<file path="src/rtl/seq_fetch_unit.sv">
// Multi-cycle byte-serial fetch stage for the SEQ Y86-64 core.
// Optional performance counters are enabled by defining FETCH_PERF_CNT_EN.
module seq_fetch_unit #(
  parameter logic [63:0] RESET_PC   = 64'h0,
  parameter logic [63:0] IMEM_LIMIT = 64'h1000
) (
  input  logic        clk,
  input  logic        rst_n,
  output logic        imem_req,
  output logic [63:0] imem_addr,
  input  logic        imem_ack,
  input  logic [7:0]  imem_rdata,
  input  logic        imem_err,
  output logic        out_valid,
  input  logic        out_ready,
  output logic [3:0]  icode,
  output logic [3:0]  ifun,
  output logic [3:0]  rA,
  output logic [3:0]  rB,
  output logic [63:0] valC,
  output logic [63:0] valP,
  output logic [2:0]  stat,
  output logic [63:0] pc,
`ifdef FETCH_PERF_CNT_EN
  output logic [31:0] instr_cnt,
  output logic [31:0] wait_cnt,
`endif
  input  logic        pc_load,
  input  logic [63:0] newPC
);

  localparam logic [1:0] ST_FETCH = 2'd0;
  localparam logic [1:0] ST_OUT   = 2'd1;
  localparam logic [1:0] ST_WAIT  = 2'd2;
  localparam logic [1:0] ST_STOP  = 2'd3;

  localparam logic [2:0] STAT_AOK = 3'd1;
  localparam logic [2:0] STAT_HLT = 3'd2;
  localparam logic [2:0] STAT_ADR = 3'd3;
  localparam logic [2:0] STAT_INS = 3'd4;

  function automatic logic [3:0] len_of(input logic [3:0] ic);
    case (ic)
      4'h0, 4'h1, 4'h9:       len_of = 4'd1;
      4'h2, 4'h6, 4'hA, 4'hB: len_of = 4'd2;
      4'h7, 4'h8:             len_of = 4'd9;
      4'h3, 4'h4, 4'h5:       len_of = 4'd10;
      default:                len_of = 4'd1;
    endcase
  endfunction

  logic [1:0]  state_q, state_d;
  logic [63:0] pc_q, pc_d;
  logic [3:0]  idx_q, idx_d, len_q, len_d, cur_len;
  logic        req_q, req_d, valid_q, valid_d;
  // Working copies filled byte by byte; published only on entry to OUT.
  logic [3:0]  f_icode_q, f_icode_d, f_ifun_q, f_ifun_d, f_ra_q, f_ra_d, f_rb_q, f_rb_d;
  logic [63:0] f_valc_q, f_valc_d;
  logic [3:0]  icode_q, icode_d, ifun_q, ifun_d, ra_q, ra_d, rb_q, rb_d;
  logic [63:0] valc_q, valc_d, valp_q, valp_d;
  logic [2:0]  stat_q, stat_d;
  logic        pub_ok, pub_adr;
  logic [2:0]  vpos;
  logic [63:0] next_addr;

  assign next_addr = pc_q + 64'(idx_q) + 64'd1;

  always_comb begin
    state_d   = state_q;
    pc_d      = pc_q;
    idx_d     = idx_q;
    len_d     = len_q;
    req_d     = req_q;
    valid_d   = valid_q;
    f_icode_d = f_icode_q;
    f_ifun_d  = f_ifun_q;
    f_ra_d    = f_ra_q;
    f_rb_d    = f_rb_q;
    f_valc_d  = f_valc_q;
    icode_d   = icode_q;
    ifun_d    = ifun_q;
    ra_d      = ra_q;
    rb_d      = rb_q;
    valc_d    = valc_q;
    valp_d    = valp_q;
    stat_d    = stat_q;
    pub_ok    = 1'b0;
    pub_adr   = 1'b0;
    cur_len   = len_q;
    vpos      = 3'd0;
    case (state_q)
      ST_FETCH: begin
        if (!req_q) begin
          if (pc_q >= IMEM_LIMIT) pub_adr = 1'b1;
          else                    req_d   = 1'b1;
        end else if (imem_ack) begin
          if (imem_err) begin
            pub_adr = 1'b1;
          end else begin
            if (idx_q == 4'd0) begin
              f_icode_d = imem_rdata[7:4];
              f_ifun_d  = imem_rdata[3:0];
              cur_len   = len_of(imem_rdata[7:4]);
              len_d     = cur_len;
            end else if (idx_q == 4'd1 && cur_len != 4'd9) begin
              f_ra_d = imem_rdata[7:4];
              f_rb_d = imem_rdata[3:0];
            end else begin
              // valC starts at byte 1 for 9-byte forms, byte 2 for 10-byte forms.
              vpos = 3'(idx_q - ((cur_len == 4'd9) ? 4'd1 : 4'd2));
              f_valc_d[{vpos, 3'b000} +: 8] = imem_rdata;
            end
            if (idx_q + 4'd1 == cur_len)       pub_ok  = 1'b1;
            else if (next_addr >= IMEM_LIMIT)  pub_adr = 1'b1;
            else                               idx_d   = idx_q + 4'd1;
          end
        end
      end
      ST_OUT: begin
        if (out_ready) begin
          valid_d = 1'b0;
          state_d = (stat_q == STAT_AOK) ? ST_WAIT : ST_STOP;
        end
      end
      ST_WAIT: begin
        if (pc_load) begin
          pc_d      = newPC;
          idx_d     = 4'd0;
          len_d     = 4'd1;
          f_icode_d = 4'h0;
          f_ifun_d  = 4'h0;
          f_ra_d    = 4'hF;
          f_rb_d    = 4'hF;
          f_valc_d  = 64'h0;
          state_d   = ST_FETCH;
          if (newPC >= IMEM_LIMIT) pub_adr = 1'b1;
          else                     req_d   = 1'b1;
        end
      end
      default: ;
    endcase
    if (pub_ok || pub_adr) begin
      state_d = ST_OUT;
      valid_d = 1'b1;
      req_d   = 1'b0;
      icode_d = f_icode_d;
      ifun_d  = f_ifun_d;
      ra_d    = f_ra_d;
      rb_d    = f_rb_d;
      valc_d  = f_valc_d;
      valp_d  = pub_ok ? pc_d + 64'(len_d) : pc_d;
      if (pub_adr)                stat_d = STAT_ADR;
      else if (f_icode_d > 4'hB)  stat_d = STAT_INS;
      else if (f_icode_d == 4'h0) stat_d = STAT_HLT;
      else                        stat_d = STAT_AOK;
    end
  end

  always_ff @(posedge clk) begin
    if (!rst_n) begin
      state_q   <= ST_FETCH;
      pc_q      <= RESET_PC;
      idx_q     <= 4'd0;
      len_q     <= 4'd1;
      req_q     <= 1'b0;
      valid_q   <= 1'b0;
      f_icode_q <= 4'h0;
      f_ifun_q  <= 4'h0;
      f_ra_q    <= 4'hF;
      f_rb_q    <= 4'hF;
      f_valc_q  <= 64'h0;
      icode_q   <= 4'h0;
      ifun_q    <= 4'h0;
      ra_q      <= 4'hF;
      rb_q      <= 4'hF;
      valc_q    <= 64'h0;
      valp_q    <= 64'h0;
      stat_q    <= STAT_AOK;
    end else begin
      state_q   <= state_d;
      pc_q      <= pc_d;
      idx_q     <= idx_d;
      len_q     <= len_d;
      req_q     <= req_d;
      valid_q   <= valid_d;
      f_icode_q <= f_icode_d;
      f_ifun_q  <= f_ifun_d;
      f_ra_q    <= f_ra_d;
      f_rb_q    <= f_rb_d;
      f_valc_q  <= f_valc_d;
      icode_q   <= icode_d;
      ifun_q    <= ifun_d;
      ra_q      <= ra_d;
      rb_q      <= rb_d;
      valc_q    <= valc_d;
      valp_q    <= valp_d;
      stat_q    <= stat_d;
    end
  end

`ifdef FETCH_PERF_CNT_EN
  logic [31:0] instr_cnt_q, wait_cnt_q;

  always_ff @(posedge clk) begin
    if (!rst_n) begin
      instr_cnt_q <= 32'd0;
      wait_cnt_q  <= 32'd0;
    end else begin
      if (valid_q && out_ready) instr_cnt_q <= instr_cnt_q + 32'd1;
      if (req_q && !imem_ack)   wait_cnt_q  <= wait_cnt_q + 32'd1;
    end
  end

  assign instr_cnt = instr_cnt_q;
  assign wait_cnt  = wait_cnt_q;
`endif

  assign imem_req  = req_q;
  assign imem_addr = pc_q + 64'(idx_q);
  assign out_valid = valid_q;
  assign icode     = icode_q;
  assign ifun      = ifun_q;
  assign rA        = ra_q;
  assign rB        = rb_q;
  assign valC      = valc_q;
  assign valP      = valp_q;
  assign stat      = stat_q;
  assign pc        = pc_q;

endmodule
</file>
<file path="config.mk">
export PLATFORM = sky130hd
export DESIGN_NAME = seq_fetch_unit
export DESIGN_NICKNAME = d
export VERILOG_FILES = /design/src/rtl/seq_fetch_unit.sv
export SDC_FILE = /design/constraint.sdc
export NUM_CORES = 1
export LEC_CHECK = 0
export CAP_MARGIN = 20
export CORE_MARGIN = 3
export CORE_UTILIZATION = 37
export CTS_BUF_LIST = sky130_fd_sc_hd__clkbuf_2
export DETAILED_ROUTE_END_ITERATION = 8
export PLACE_DENSITY_LB_ADDON = 0.12
export SLEW_MARGIN = 10
export SYNTH_ARGS = -nofsm -noshare
export SYNTH_HDL_FRONTEND = slang
export SYNTH_SLANG_ARGS = --single-unit
</file>
<file path="constraint.sdc">
create_clock -name clk -period 19.5 [get_ports clk]
set_input_delay 5.85 -clock clk [delete_from_list [all_inputs] [get_ports clk]]
set_output_delay 5.85 -clock clk [all_outputs]
set_load 0.05 [all_outputs]
</file>
* Yosys cells after proc, flatten, opt, wreduce, memory -nomap -nowiden
Memories as Yosys holds them, arrays and structs flattened.
Cells that the tools add are included.
** Word-level totals
- Memories :: 1
- Logic and storage cells :: 151
- ROM bits :: 48
- Flip-flop bits (word level) :: 303
- Input port bits :: 78
- Output and inout bits :: 277
** Memory list
- (name not given) :: depth 16, bits a word 3, read ports 1, clocked after memory_dff 0, write ports 0, RTL line 43 : case (ic)
** Operators by class
- $lt $le $gt $ge :: 4
- Mux-type cells :: 85
- Shift operators :: 2
- Reductions and logical operators :: 16
- $add $sub $neg :: 6
- Bitwise gates (word level) :: 1
- Equality and inequality tests :: 17
** Operators by type and width (number)
- 64-bit 2-to-1 mux :: 9
- 64-bit by 13-bit >= comparator with 1-bit output, second input constant :: 3
- 4-bit 2-to-1 mux :: 37
- 64-bit by 4-bit adder with 64-bit output :: 2
- 64-bit case mux with 2 select lines :: 1
- 64-bit by 1-bit adder with 64-bit output, second input constant :: 1
- 64-bit bitwise mux :: 1
- 8-bit by 8-bit variable shift with 64-bit output, first input constant :: 1
- 8-bit by 8-bit variable part select with 64-bit output :: 1
- 4-bit case mux with 2 select lines :: 6
- 1-bit 2-to-1 mux :: 22
- 2-bit != test, second input constant :: 8
- 3-bit AND reduction :: 3
- 4-bit logical NOT :: 2
- 2-bit 2-to-1 mux :: 4
- 6-bit negator with 8-bit output :: 1
- 2-bit nonzero test :: 4
- 7-bit AND reduction :: 1
- 3-bit 2-to-1 mux :: 2
- 3-bit != test, second input constant :: 2
- 4-bit by 1-bit adder with 4-bit output, second input constant :: 1
- 4-bit by 1-bit == test with 1-bit output, second input constant :: 1
- 4-bit == test :: 1
- 4-bit == test, second input constant :: 1
- 15 further kinds :: 16

* Longest topological paths before layout
- Word-level depth :: 15
- Gate-level depth with buffers :: 27
- Mapped depth without buffers :: 22

* Least setup slack after synthesis
No wires, ideal clock.
- Kind :: input to register
- Start :: input pc_load
- End :: register valp_q[46] (netlist: valP[46])
- Required time :: 19.372 ns
- Stages :: 25
- Path slack :: 7.923 ns
- Arrival :: 11.449 ns
- Cell sequence :: and3b_1 > clkbuf_1 > buf_1 > clkbuf_1 > buf_1 > buf_1 > buf_1 > clkbuf_1 > nor3_1 > nor2_1 > ha_1 > inv_1 > fa_1 > inv_1 > a21o_1 > a21oi_1 > nor2_1 > nand4_1 > nand4b_1 > nor2_1 > inv_1 > or4_1 > xor2_1 > mux2i_1 > nor2_1
** Between the ends
- Longest elaborated chain between the ends :: 4
** Ends and longest elaborated chain
- start, declared :: RTL line 28 : input logic pc_load,
- 4-bit 2-to-1 mux :: RTL line 126 : if (pc_load) begin
- 4-bit case mux with 2 select lines :: RTL line 91 : case (state_q)
- via len_d[0] :: RTL line 54 : logic [3:0] idx_q, idx_d, len_q, len_d, cur_len;
- 64-bit by 4-bit adder with 64-bit output :: RTL line 151 : valp_d = pub_ok ? pc_d + 64'(len_d) : pc_d;
- 64-bit 2-to-1 mux :: RTL line 151
- end signal, assigned :: RTL line 196 : valp_q <= valp_d;
- end, declared :: RTL line 60 : logic [63:0] valc_q, valc_d, valp_q, valp_d;
The timed path passes the listed nets, and every way through them passes these cells.
A chain may end at the register's enable or synchronous reset.

* Final worst setup path
- Start :: register pc_q[13] (netlist: pc[13])
- End :: output imem_addr[60]
** Between the ends
- Longest elaborated chain between the ends :: 1
** Ends and longest elaborated chain
- start, declared :: RTL line 53 : logic [63:0] pc_q, pc_d;
- start signal, assigned :: RTL line 181 : pc_q <= pc_d;
- 64-bit by 4-bit adder with 64-bit output :: RTL line 219 : assign imem_addr = pc_q + 64'(idx_q);
- end, declared :: RTL line 10 : output logic [63:0] imem_addr,
Every way passes these cells.

==> impl_metrics.py <==
metrics = {
    "logic_synthesis": {
        "syn_inst": 2111,
        "yosysSeqAreaShare_pct": 36.3,
        "synth_edf_count": 0,
        "synth_warnings": 0,
        "ys_types": 82,
        "synth_area_um2": 16700,
        "synth_top_area_share_pct": 36.3,
        "syn_area_per_cell_um2": 7.93,
        "syn_nets": 2206,
        "synthFlopType": "dfxtp_1",
        "yosysMostFrequentCell": "dfxtp_1",
        "netlist_top_cells_count": "303 x dfxtp_1, 266 x nor2_1, 254 x nand2_1, 128 x mux2i_1, 112 x nand3_1",
        "yosys.area.top_type": "dfxtp_1",
        "ys_ff_latch": 303,
        "async_flop_share_pct": 0,
        "yosys-top-cells-area": "dfxtp_1 36%, mux2i_1 7.7%, nor2_1 6.0%, nand2_1 5.7%, xnor2_1 4.1%",
    },
    "worst_hold_path": {
        "hold_path_class": "flop to flop",
    },
    "finish": {
        "syn2layout_area_growth_pct": 27.6,
        "final_cells": 3087,
        "post_route_cells_drive_above_1_share_pct": 7.57,
        "regArea_um2": 6070,
        "fin_util_pct": 48.1,
        "stdcell_area_um2": 21300,
        "multi_input_area_um2": 9850,
        "fillers": 4485,
        "layout.nets": 2523,
    },
    "die": {
        "die_height_um": 219,
        "core_um2": 44400,
        "start_util_pct": 37.7,
        "row_count": 77,
        "dieArea_um2": 47800,
        "die_w_um": 219,
        "ios": 355,
    },
    "placed_design": {
        "dp.cells": 2935,
        "hpwl_mm": 53.2,
        "gp_congestion": 0.941,
        "placedInstanceArea_um2": 20600,
        "portBuffers": 354,
    },
    "routing": {
        "drtPass1Iterations": 5,
        "routedWlPerCell_um": 22.3,
        "drt_wl_total_mm": 68.8,
        "drt_iter0_markers": 1624,
        "vias_per_cell": 5.59,
        "ant_nets": 0,
        "drc_errors": 0,
        "vias": 17262,
    },
    "clock_tree": {
        "cts_hold_buf": 0,
        "numCtsBuffers": 82,
        "clk_path_buf_depth": 3,
        "cts_max_level": 3,
        "cts_tree": "built",
        "ctsRootBufferMaster": "clkbuf_2",
        "clkSinkCount": 303,
        "cts_setup_buffers": 0,
        "cts.clk_slew.worst_paths_ns": 0.09,
        "cts_resized": 0,
        "worstSkewPairLatency_ns": 1.05,
    },
    "timing": {
        "max_freq_mhz": 90.3,
        "fin_crit_sh_pct": 56.8,
        "setup_viol": 0,
        "maxSlewHeadroom_pct": 25.3,
        "drv_slew": 0,
        "finalCriticalPeriod_ns": 11.07,
        "setup-tns-final_ns": 0,
        "rsz0062_at_grt": "false",
        "hold_violations": 0,
        "worstMarginPinSlew_ns": 1.11,
        "skew_ns": 0.0813,
    },
    "global_routing": {
        "grt_use_total_pct": 27.9,
        "grt_overflow": 0,
        "grt_pass1_vias": 16334,
        "grt_start_max_net_pins": 118,
        "grt_antenna_before_repair": 8,
        "grt_pass1_wl_mm": 102,
    },
    "pwr": {
        "power.density_nw_per_um2": 85.9,
        "ir_worst_vdd_uv": 115,
        "p_leak_uw": 0.00785,
    },
    "setup_path": {
        "cp.arrival_ns": 5.22,
        "crit_required_ns": 13.65,
        "crit_type": "flop to output port",
        "worstPathCellList": "nand3_2 > or4_4 > nor4_2 > nand2_1 > xor2_1 > inv_1 > clkdlybuf4s50_1",
        "critical_path.endpoint_type": "output port",
        "cp-start-kind": "flop",
        "critical_path.max_stage_delay_ns": 0.77,
        "cpMaxStageDelayCell": "nor4_2",
        "path_max_fanout": 11,
    },
    "job": {
        "max-cap-violations": 0,
    },
    "outcome": {
        "outcome": "complete, no violations",
    },
}
## worst max-delay path: cells and delay by family, from the launching register on
kind,cells,cell delay [ns]
flip-flops,1,0.76
buffers and inverters,2,0.81
AND/OR/NAND/NOR,4,1.99
XOR/XNOR,1,0.63
## final cells by class
class	count	area share (%)
timing repair buffer	370	17.1
sequential	303	28.4
clock buffer	123	2.88
clock inverter	17	0.639
tap	592	3.47
multi-input combinational	1605	46.1
inverter	66	1.17
antenna	11	0.129
## registers in the layout (all words and copies together), names as in the netlist, 2 cells and up
signal,count
state_q,2
f_ifun_q,4
f_valc_q,64
f_rb_q,4
ifun,4
rB,4
idx_q,4
f_ra_q,4
pc,64
rA,4
icode,4
valC,64
f_icode_q,4
valP,64
stat,3
len_q,4
## worst paths after layout
kind	start	endpoint	slack [ns]	depth (start not counted)
worst max-delay path	pc[13]	imem_addr[60]	8.43	7
worst min register to register	rA[3]	rA[3]	0.45	2
worst min-delay path	rA[3]	rA[3]	0.45	2
worst max register to register	idx_q[0]	valP[5]	12.47	18
## per-layer routing
metal	track usage (%)	wire [µm]	vias up	share of wire, %
met5	0	13	-	0.019
met4	11.2	2300	2	3.3
met3	6.98	5870	108	8.5
met2	38.0	27900	745	41
met1	41.5	32700	8274	47
li1	-	-	8133	-
## report_power, final
part	internal, µW	switching, µW	leakage [µW]	total (µW)
registers	651	40.6	0.00245	691
clock network	195	272	0.000575	467
logic	210	467	0.00482	677
total	1060	780	0.00785	1830
## placed cells by master (no fill, tap or decap), types with 15 or more instances in the layout
| cell | synthesis | final |
|---|---|---|
| and4_1 | 21 | 21 |
| buf_4 | 2 | 17 |
| or3_1 | 15 | 15 |
| nor2_1 | 266 | 266 |
| a21o_1 | 30 | 30 |
| xor2_1 | 53 | 53 |
| and3_1 | 31 | 31 |
| nor4_1 | 68 | 67 |
| o21ai_0 | 78 | 78 |
| clkdlybuf4s50_1 | 0 | 353 |
| nand4_1 | 63 | 63 |
| inv_1 | 65 | 65 |
| nor3_1 | 55 | 55 |
| a21oi_1 | 75 | 75 |
| clkbuf_2 | 1 | 123 |
| nand3_1 | 112 | 111 |
| mux2i_1 | 128 | 128 |
| xnor2_1 | 79 | 79 |
| nand2_1 | 254 | 254 |
| and2_1 | 37 | 37 |
| nand3b_1 | 21 | 21 |
| dfxtp_1 | 303 | 303 |
## kinds of logic after synthesis
group | count (synthesis) | synth area share, %
simple gates | 1029 | 31.2
flops | 303 | 36.3
compound gates | 297 | 11.4
buf+inv | 203 | 5.00
xor+xnor | 132 | 6.91
mux | 130 | 7.79
fa+ha+maj | 17 | 1.41
## metrics by stage
stage	total power (µW)	setup slack, ns	hold WS [ns]
2_1_floorplan	1180	7.92	0.439
5_1_grt	1940	8.15	0.479
6_report	1830	8.43	0.450
4_1_cts	1850	8.40	0.455
3_3_place_gp	1370	8.62	0.434
3_5_place_dp	1370	8.48	0.442
Note: power is estimated with default switching activity, not from simulation.
==> RTL edit 1, RTL diff (same settings) <==
Add a define of `FETCH_PERF_CNT_EN`.
--- a/src/rtl/seq_fetch_unit.sv
+++ b/src/rtl/seq_fetch_unit.sv
@@ -1,5 +1,7 @@
 // Multi-cycle byte-serial fetch stage for the SEQ Y86-64 core.
 // Optional performance counters are enabled by defining FETCH_PERF_CNT_EN.
+`define FETCH_PERF_CNT_EN
+
 module seq_fetch_unit #(
   parameter logic [63:0] RESET_PC   = 64'h0,
   parameter logic [63:0] IMEM_LIMIT = 64'h1000
Formal check against the unedited RTL (old outputs only; new: instr_cnt and wait_cnt): no difference found for any inputs over 4 cycles, from zero or initial values and one cycle with rst_n low; that may be too few to reach the edited logic, so the function may still have changed.
==> RTL edit 1 against the unedited design <==
- design area grew 14%
- total power is 21% higher
- routed wire length increased by 13%
- area after synthesis rose by 13%
- sequential power rose by 23%
- die area rose by 12%
- sequential cell count grew 64
- clock skew is 37 ps higher
- non-clock buffer count up 60
- worst setup slack lost 210 ps
- critical path type unchanged
- largest power group unchanged
==> RTL edit 1: results (changes against the unedited design) <==
| Quantity | This run | Unit | vs unedited |
| --- | --- | --- | --- |
| Post-Route M1 WL | 33100 | um | +1.4% |
| Number of port buffers | 418 | - | +18% |
| Share of synthesized area spent on multiplexers | 3.71 | % | -4.1 points |
| Final Wtd Congestion | 0.987 | - | +4.8% |
| Highest net fanout along the worst path | 12 | - | +1 |
| Critical Path Slowest Stage Cell | clkdlybuf4s50_1 | - |  |
| Cells taking the most area after synthesis | dfxtp_1 (39%), xnor2_1 (5.8%), nand3_1 (3.9%), mux2i_1 (3.7%), o22a_1 (3.4%) | - |  |
| Detailed Place HPWL | 58600 | um | +10% |
| Total routing resource utilization after global routing | 27.7 | % | -0.26 points |
| Top cell types by occurrence after synthesis | dfxtp_1 (367), nor2_1 (166), nand2_1 (155) | - |  |
| Total nets after synthesis | 2308 | - | +4.6% |
| Via count | 18945 | - | +9.7% |
| Worst-Skew Late Latency | 1090 | ps | +40 ps |
| Fraction of final layout cells sized beyond drive strength 1 | 8.25 | % | +0.68 points |
| Number of cells in the finished layout apart from fillers | 3366 | - | +9.0% |
| Worst setup margin | 8220 | ps | -210 ps |
| Sequential element share of the synthesized area | 38.9 | % | +2.7 points |
| Sequential cell area | 0.00735 | mm2 | +21% |
| Worst relative slew slack | 29.1 | % | +3.8 points |
| Met3 demand-to-capacity share in global routing | 6.82 | % | -0.16 points |
| Drt pass-1 iters | 6 | - | +1 |
| Maximum clock skew at final layout | 118 | ps | +36.7 ps |
| Violation count after the first detailed-route iteration | 1423 | - | -12% |
| Maximum number of pins on one net before global-route repair | 92 | - | -22% |
| Outcome | completed | - |  |
| Number of antenna violations at the first check in global routing | 5 | - | -3 |
| Met3 wire length | 5890 | um | +0.44% |
| Global Route met1 Usage | 35.9 | % | -5.6 points |
| Pre-CTS setup slack | 7610 | ps | -869 ps |
| Setup slack, reg-to-reg | 11080 | ps | -1390 ps |
| Leakage power total | 8.86 | nW | +13% |
| Number of buffers inserted during clock tree synthesis | 99 | - | +21% |
| Maximum cell stage delay along the critical path | 850 | ps | +80 ps |
| Switch Pwr | 0.922 | mW | +18% |
| Power of the clock network | 0.574 | mW | +23% |
| Met2 Routed Length | 35400 | um | +27% |
| Count of filler cells inserted in the layout | 5043 | - | +12% |
| Area fraction in compound gates after synthesis | 15.9 | % | +4.6 points |
| Placement Cell Area | 0.0234 | mm2 | +14% |
| Max VDD drop | 0.100 | mV | -13% |
-- RTL edit 1: changes by cell type after synthesis, moves of 58 or more --
| cell | before | now |
|---|---|---|
| dfxtp_1 | 303 | 367 |
| mux2i_1 | 128 | 70 |
| nand2_1 | 254 | 155 |
| nor2_1 | 266 | 166 |
| nor2b_1 | 9 | 83 |
| o22a_1 | 3 | 73 |
-- RTL edit 1: path summary, 6_finish.rpt --
check / start / end / cells past startpoint
max: idx_q[0] / imem_addr[50] / 10
min: valP[20] / valP[20] / 2
max reg2reg: idx_q[0] / valP[51] / 18
min reg2reg: valP[20] / valP[20] / 2
-- RTL edit 1: layout make-up --
| cell class | instances | area share [%] |
|---|---|---|
| Clock inverter | 19 | 0.646 |
| Inverter | 58 | 0.903 |
| Antenna cell | 3 | 0.0308 |
| Clock buffer | 157 | 3.22 |
| Timing Repair Buffer | 430 | 17.5 |
| Multi-Input combinational cell | 1660 | 44.1 |
| Sequential cell | 367 | 30.1 |
| Tap cell | 672 | 3.45 |
==> RTL edit 2, RTL diff (same settings) <==
Without the edit above. Set the parameter `IMEM_LIMIT` to 64'h0C00 (it was 64'h1000).
--- a/src/rtl/seq_fetch_unit.sv
+++ b/src/rtl/seq_fetch_unit.sv
@@ -2,7 +2,7 @@
 // Optional performance counters are enabled by defining FETCH_PERF_CNT_EN.
 module seq_fetch_unit #(
   parameter logic [63:0] RESET_PC   = 64'h0,
-  parameter logic [63:0] IMEM_LIMIT = 64'h1000
+  parameter logic [63:0] IMEM_LIMIT = 64'h0C00
 ) (
   input  logic        clk,
   input  logic        rst_n,
Behaviour: same outputs for any inputs over 4 cycles, from zero or initial values and one cycle with rst_n low; that may be too few to reach the edited logic, so the function may still have changed.
==> RTL edit 2 against the unedited design <==
- via count increased by 1.4%
- worst setup slack improved by 110 ps
- design area decreased by 0.40%
- total power increased by 16%
- synthesized cell count decreased by 0.62%
- sequential cell count unchanged
- clock skew increased by 15 ps
- area after synthesis decreased by 0.11%
- routed wire length increased by 2.1%
- critical path type unchanged
- largest power group is now combinational cells
==> RTL edit 2: results (changes against the unedited design) <==
| Quantity | This run | Unit | vs unedited |
| --- | --- | --- | --- |
| Top cell types by occurrence after synthesis | dfxtp_1 (303), nand2_1 (248), nor2_1 (196) | - |  |
| Maximum clock skew at final layout | 96.6 | ps | +15.4 ps |
| Highest net fanout along the worst path | 11 | - | unchanged |
| Post-Route M1 WL | 31300 | um | -4.0% |
| Maximum number of pins on one net before global-route repair | 111 | - | -5.9% |
| Sequential element share of the synthesized area | 36.3 | % | +0.041 points |
| Fraction of final layout cells sized beyond drive strength 1 | 8.24 | % | +0.67 points |
| Outcome | completed | - |  |
| Setup slack, reg-to-reg | 12050 | ps | -420 ps |
| Final Wtd Congestion | 0.919 | - | -2.4% |
| Cells taking the most area after synthesis | dfxtp_1 (36%), nand2_1 (5.6%), nor2_1 (4.4%), mux2i_1 (4.3%), nand3_1 (4.2%) | - |  |
| Number of port buffers | 354 | - | unchanged |
| Post-route worst hold slack | 453 | ps | +2.73 ps |
| Detailed Place HPWL | 53100 | um | about the same |
| Global Route met1 Usage | 39.1 | % | -2.5 points |
| Max VDD drop | 0.137 | mV | +19% |
| Wire length of the first global-routing pass | 104000 | um | +2.3% |
| Switch Pwr | 0.984 | mW | +26% |
| Transition time at the pin with the least slew margin | 1090 | ps | -24.0 ps |
| Total routing resource utilization after global routing | 28.4 | % | +0.42 points |
| Met3 wire length | 5730 | um | -2.4% |
| Fin nets | 2499 | - | -0.95% |
| Met3 demand-to-capacity share in global routing | 6.76 | % | -0.22 points |
| Total nets after synthesis | 2193 | - | -0.59% |
| Met2 usage | 42.6 | % | +4.6 points |
| Critical Path Slowest Stage Cell | clkdlybuf4s50_1 | - |  |
| Leakage power total | 7.69 | nW | -1.9% |
| Number of buffers inserted during clock tree synthesis | 80 | - | -2.4% |
| Resized Gates After CTS | 0 | - | unchanged |
| Vias in the first global route | 16626 | - | +1.8% |
| Maximum cell stage delay along the critical path | 920 | ps | +150 ps |
| Worst-Skew Late Latency | 1030 | ps | -20 ps |
| Number of library cell types mapped by synthesis | 96 | - | +17% |
| Number of antenna violations at the first check in global routing | 4 | - | -4 |
| Violation count after the first detailed-route iteration | 1765 | - | +8.7% |
| Classification of the worst-slack hold path | reg2reg | - |  |
| Highest metal layer used by the detailed router | met5 | - |  |
| Total length of routed wires | 70200 | um | +2.1% |
| Max-slew violation total from the final report | 0 | - | unchanged |
| Via count | 17507 | - | +1.4% |
| Critical path arrival | 5110 | ps | -110 ps |
| Maximum level of the CTS H-tree | 3 | - | unchanged |
| Met2 Routed Length | 30700 | um | +9.8% |
-- RTL edit 2: changes by cell type in the layout (fill, tap and decap cells not counted), sizes merged, moves of 18 or more --
cell | before | now
and2 | 37 | 19
inv | 70 | 50
nand3 | 115 | 141
nor2 | 266 | 196
a21o | 30 | 7
mux2i | 128 | 71
o22a | 3 | 66
-- RTL edit 2: kinds of logic after synthesis --
group                      share of synthesized area, %
adders and majority gates                          1.41
AOI/OAI and AO/OA                                  16.5
and+or+nand+nor                                    29.4
xor gates and xnor gates                           6.66
muxes                                              4.75
DFF                                                36.3
buffers and inverters                              5.02
-- RTL edit 2: area by class of cell --
cell class	count	area (um2)
clock buffer	116	581
timing repair buffer	376	3710
clock inverter	26	146
fill	4448	23100
antenna	3	7.51
multi-input combinational	1594	9830
inverter	49	186
tap	592	741
sequential	303	6070
-- RTL edit 2: through the flow --
stage               power [mW]  setup WS (ps)  instances  instance area, um2
global placement          1.70           7920       2914               20500
CTS                       2.15           8480       3056               21300
floorplan                 1.41           8290       2098               16700
finish                    2.14           8540       3059               21300
detailed placement        1.70           7880       2914               20500
global route              2.25           8240       3059               21300
-- RTL edit 2: path summary, 6_finish.rpt --
path              startpoint       endpoint  cells past startpoint
setup / recovery       pc[7]  imem_addr[63]                      7
hold / removal      valP[40]       valP[40]                      2
setup reg to reg    idx_q[0]       valP[27]                     19
hold reg to reg     valP[40]       valP[40]                      2
-- RTL edit 2: power by group through the flow --
stage / clock network [mW] / logic [mW] / registers, mW
global route: 0.494 / 0.994 / 0.763
detailed placement: 0 / 0.933 / 0.767
CTS: 0.461 / 0.937 / 0.754
global placement: 0 / 0.929 / 0.768
floorplan: 0 / 0.463 / 0.949
finish: 0.445 / 0.937 / 0.755
